==> src/rtl/int_to_fp32_seq.sv <==
// Sequential integer-to-IEEE-754 single-precision converter with iterative
// normalisation (one left shift per cycle) and round-to-nearest-even.
module int_to_fp32_seq #(
    parameter bit SIGNED = 1'b1
) (
    input  logic        clk,
    input  logic        rst_n,
    input  logic [31:0] din,
    input  logic        in_valid,
    output logic        in_ready,
    output logic [31:0] dout,
    output logic        out_valid,
    input  logic        out_ready
);

    typedef enum logic [1:0] {
        IDLE  = 2'd0,
        NORM  = 2'd1,
        ROUND = 2'd2,
        DONE  = 2'd3
    } state_t;

    state_t      state_q, state_d;
    logic [31:0] mag_q, mag_d;
    logic        sign_q, sign_d;
    logic [4:0]  cnt_q, cnt_d;
    logic [31:0] dout_q, dout_d;
    logic        in_ready_q, in_ready_d;
    logic        out_valid_q, out_valid_d;
    logic        din_sign_s;

    // Packs a normalised magnitude (hidden bit already stripped) into a float.
    // The exponent cannot exceed 159 even after a rounding carry.
    function automatic logic [31:0] pack_round(
        input logic        s,
        input logic [30:0] m,
        input logic [4:0]  c
    );
        logic [7:0]  exp_v;
        logic [23:0] frac_sum;
        logic        guard;
        logic        sticky;
        logic        up;
        exp_v    = 8'd158 - {3'd0, c};
        guard    = m[7];
        sticky   = |m[6:0];
        up       = guard & (sticky | m[8]);
        frac_sum = {1'b0, m[30:8]} + {23'd0, up};
        if (frac_sum[23]) begin
            exp_v = exp_v + 8'd1;
        end else begin
            exp_v = exp_v;
        end
        return {s, exp_v, frac_sum[22:0]};
    endfunction

    assign din_sign_s = SIGNED & din[31];

    // Next-state and datapath logic for the conversion FSM.
    always_comb begin
        state_d = state_q;
        mag_d   = mag_q;
        sign_d  = sign_q;
        cnt_d   = cnt_q;
        dout_d  = dout_q;
        case (state_q)
            IDLE: begin
                if (in_valid && in_ready_q) begin
                    sign_d = din_sign_s;
                    mag_d  = din_sign_s ? (~din + 32'd1) : din;
                    cnt_d  = 5'd0;
                    if (din == 32'd0) begin
                        dout_d  = 32'd0;
                        state_d = DONE;
                    end else begin
                        state_d = NORM;
                    end
                end else begin
                    state_d = IDLE;
                end
            end
            NORM: begin
                if (mag_q[31]) begin
                    state_d = ROUND;
                end else begin
                    mag_d = {mag_q[30:0], 1'b0};
                    cnt_d = cnt_q + 5'd1;
                end
            end
            ROUND: begin
                dout_d  = pack_round(sign_q, mag_q[30:0], cnt_q);
                state_d = DONE;
            end
            DONE: begin
                if (out_ready) begin
                    state_d = IDLE;
                end else begin
                    state_d = DONE;
                end
            end
            default: begin
                state_d = IDLE;
            end
        endcase
        // Handshake flags are registered copies of the upcoming state.
        in_ready_d  = (state_d == IDLE);
        out_valid_d = (state_d == DONE);
    end

    // State and datapath registers.
    always_ff @(posedge clk or negedge rst_n) begin
        if (!rst_n) begin
            state_q     <= IDLE;
            mag_q       <= 32'd0;
            sign_q      <= 1'b0;
            cnt_q       <= 5'd0;
            dout_q      <= 32'd0;
            in_ready_q  <= 1'b0;
            out_valid_q <= 1'b0;
        end else begin
            state_q     <= state_d;
            mag_q       <= mag_d;
            sign_q      <= sign_d;
            cnt_q       <= cnt_d;
            dout_q      <= dout_d;
            in_ready_q  <= in_ready_d;
            out_valid_q <= out_valid_d;
        end
    end

    assign in_ready  = in_ready_q;
    assign out_valid = out_valid_q;
    assign dout      = dout_q;

endmodule

==> config.mk <==
export PLATFORM = sky130hd
export DESIGN_NAME = int_to_fp32_seq
export DESIGN_NICKNAME = d
export VERILOG_FILES = /design/src/rtl/int_to_fp32_seq.sv
export SDC_FILE = /design/constraint.sdc
export NUM_CORES = 1
export LEC_CHECK = 0
export CORE_ASPECT_RATIO = 0.75
export CORE_MARGIN = 3
export CORE_UTILIZATION = 25
export CTS_BUF_LIST = sky130_fd_sc_hd__clkbuf_2 sky130_fd_sc_hd__clkbuf_4 sky130_fd_sc_hd__clkbuf_8
export CTS_CLUSTER_DIAMETER = 200
export DETAILED_ROUTE_END_ITERATION = 16
export PLACE_DENSITY = 0.57
export SYNTH_ARGS = -nofsm -noshare
export SYNTH_HDL_FRONTEND = slang
export SYNTH_SLANG_ARGS = --single-unit
==> constraint.sdc <==
create_clock -name clk -period 2.3 [get_ports clk]
set_input_delay 0.46 -clock clk [delete_from_list [all_inputs] [get_ports clk]]
set_output_delay 0.46 -clock clk [all_outputs]
set_load 0.03 [all_outputs]
==> reports/qor.yml <==
cts:
  cts_buffers: 9
  clock_sinks: 74
  clock_path_buffers: 2
  root_buffer: "clkbuf_8"
  tritoncts: "done"
  clkTransAtPathRegs_ns: 0.08
  clk_latency_ns: 0.35
  htreeDepth: 3
placed_design:
  hpwl_um: 10500
  dpl-instance-area_um2: 6010
  portBuffers: 69
  gp_congestion: 0.872
global_routing:
  grt_max_degree: 75
  grt_pass1_vias: 4329
  gr-usage-all-layers_pct: 15.2
  grt_first_pass_wirelength_um: 23800
  grt.overflow.total: 0
  grt_antenna_before_repair: 0
run:
  maxCapViolCount: 0
pwr:
  seqPwrFrac_pct: 32.9
  power.density_nw_per_um2: 1200
  pwr-share-comb_pct: 51.9
  swShare_pct: 43.6
  p_int_w: 0.00444
  pwr-share-clk_pct: 15.2
  totalPowerFinal_w: 0.00787
  p_sw_w: 0.00343
  leakage_nw: 2.75
  ir_worst_vdd_mv: 0.482
critical_path:
  critPathKind: "input port to flip-flop"
  cp_max_fo: 5
  cp.arrival_ns: 2.56
  path_delay_family: "simple AND/OR/NAND/NOR gates"
  start_kind: "input port"
  reg2reg_depth: 7
  slowest_stage: "or4_4"
  slowest_delay_ns: 0.56
  cp-end-kind: "flip-flop"
  r2r-start: "cnt_q[1]"
  cp.required_ns: 2.54
  crit_path_frequent_cell: "buf_12"
  critPathBufInv: 3
  rrSetupSlack_ns: 0.20
  cp_cell_sequence: "buf_6 -> or4_4 -> nor4_4 -> nand4_1 -> o41a_4 -> buf_12 -> buf_12 -> a211o_1"
  worstReg2RegEnd: "dout[28]"
timing:
  finalHoldViolCount: 0
  setup-violations-final: 1
  fin_crit_ns: 2.32
  fin_skew_ns: 0.0109
  fmax_mhz: 431
  finalMaxSlewViolations: 0
  fin_ws_ns: -0.0212
  rsz0062_at_grt: "yes"
  fin_crit_sh_pct: 101
  relSlewSlack_pct: 65.0
  hold_slack_ns: 0.123
  worst-slew-pin-transition_ns: 0.525
floorplan:
  num_rows: 42
  dieHeight_um: 123
  die_area_um2: 19900
  start_util_pct: 25.6
  ios: 70
  coreArea_um2: 17800
  die_w_um: 162
synthesis:
  synth_ff_type: "dfrtp_1"
  synth_top_area_share_pct: 40.7
  yosysMostFrequentCell: "dfrtp_1"
  synth_top_cell_by_area: "dfrtp_1"
  ys_warn_count: 0
  synth_common_cells: "dfrtp_1 (74), nand2_1 (41), o21ai_0 (36), clkbuf_1 (35), a22o_1 (29)"
  synth.area.top_cells: "dfrtp_1 (41%), a22o_1 (5.6%), xnor2_1 (5.0%)"
  seq_area_frac_synth_pct: 40.7
  synth-seq-cells: 74
  synth_cell_types: 51
  synth_fp_nets: 537
  synth_edf_count: 0
  synth_area_per_cell_um2: 9.14
  synthCells: 498
  netlist_area_um2: 4550
  synthArstFlopShare_pct: 100
final_layout:
  drive_gt1_share_pct: 26.0
  area_growth_pct: 44.5
  final_nets: 664
  final_area_um2: 6580
  fin_util_pct: 37.1
  num_antenna_cells: 0
hold_path:
  hold_path.class: "input port to async pin"
detailed_routing:
  wl_per_cell_um: 17.0
  wl_um: 14800
  postRouteAntennaNets: 0
  drc_errors: 0
  dr.first_iter.drc_count: 282
  drtPass1Iterations: 4
  via_count: 4339
  vias_per_cell: 4.98
outcome:
  status: "complete, but fails checks"
  violations: "setup timing"
-- logic make-up after synthesis --
logic type / Yosys count / synth area share [%]
adders and majority gates: 3 / 0.824
xor gates and xnor gates: 49 / 9.43
muxes: 4 / 0.879
AOI/OAI and AO/OA: 151 / 23.9
and+or+nand+nor: 166 / 19.9
DFF: 74 / 40.7
buffers and inverters: 51 / 4.48
-- timing repair --
action | 4_1_cts | 5_1_grt
pin swaps | 23 | 13
endpoints found under the setup margin | 55 | 44
buffers inserted | 16 | 3
hold buffers | 0 | 0
gates resized for setup | 94 | 22
cloned | 4 | 0
-- power by group through the flow --
stage,Sequential (W),Combinational (W),Clock [W]
detailed placement,0.00260,0.00376,0
global placement,0.00256,0.00370,0
global route,0.00268,0.00441,0.00128
finish,0.00259,0.00408,0.00119
CTS,0.00257,0.00408,0.00122
floorplan,0.00279,0.00209,0
-- cells in the final DEF, fill, tap and decap left out, types with 6 or more instances in the layout --
cell type and n:
nor2_1 20, buf_4 83, xor2_1 23, clkdlybuf4s50_1 42, nand2_1 41, clkbuf_8 10
nand3_1 13, dlygate4sd2_1 8, o2bb2ai_1 6, o31ai_1 12, dfrtp_1 74, buf_12 6
buf_6 7, a22oi_1 11, o21ai_0 35, buf_2 7, a21oi_1 18, xnor2_1 26
and3_1 11, nor4_1 7, nor3_1 13, nand4_1 12, a31oi_1 9, a22o_1 29
-- registers in the layout, summed over array words and instances, names as in the netlist --
signal     flops
dout          32
mag_q         32
cnt_q          5
state_q        2
in_ready       1
out_valid      1
sign_q         1
-- metal layers --
metal | wire [um] | GRT usage [%] | part of all wire [%]
met1 | 7240 | 21.5 | 49
met2 | 6510 | 23.2 | 44
met4 | 166 | 4.16 | 1.1
met5 | 0 | 0 | 0
met3 | 924 | 3.78 | 6.2
-- stage by stage --
step / setup TNS (ns) / worst slack [ns] / std cells
2_1_floorplan: -1.49 / -0.119 / 498
3_3_place_gp: -38.04 / -0.855 / 834
3_5_place_dp: -40.31 / -0.880 / 834
4_1_cts: -0.311 / -0.0932 / 870
5_1_grt: -0.0751 / -0.0302 / 872
6_report: -0.0212 / -0.0212 / 872
-- how the worst max path moves through the flow --
stage                     startpoint        end  cells past startpoint
after CTS                    din[20]   dout[28]                      9
after global placement        din[1]  mag_q[24]                      9
after floorplan               din[1]  mag_q[18]                      9
after global routing         din[15]   dout[28]                      8
final                        din[15]   dout[28]                      8
after detailed placement      din[1]  mag_q[24]                      9
-- layout make-up --
| type | instances | area [um2] |
|---|---|---|
| clock buffers | 10 | 138 |
| repair buffers | 161 | 1480 |
| well taps | 242 | 303 |
| inverters | 6 | 42.5 |
| multi-input cells | 373 | 2670 |
| clock inverters | 6 | 97.6 |
| fillers | 1801 | 11200 |
| flip-flops and latches | 74 | 1850 |
No activity file was read; power rests on OpenSTA's default activity.
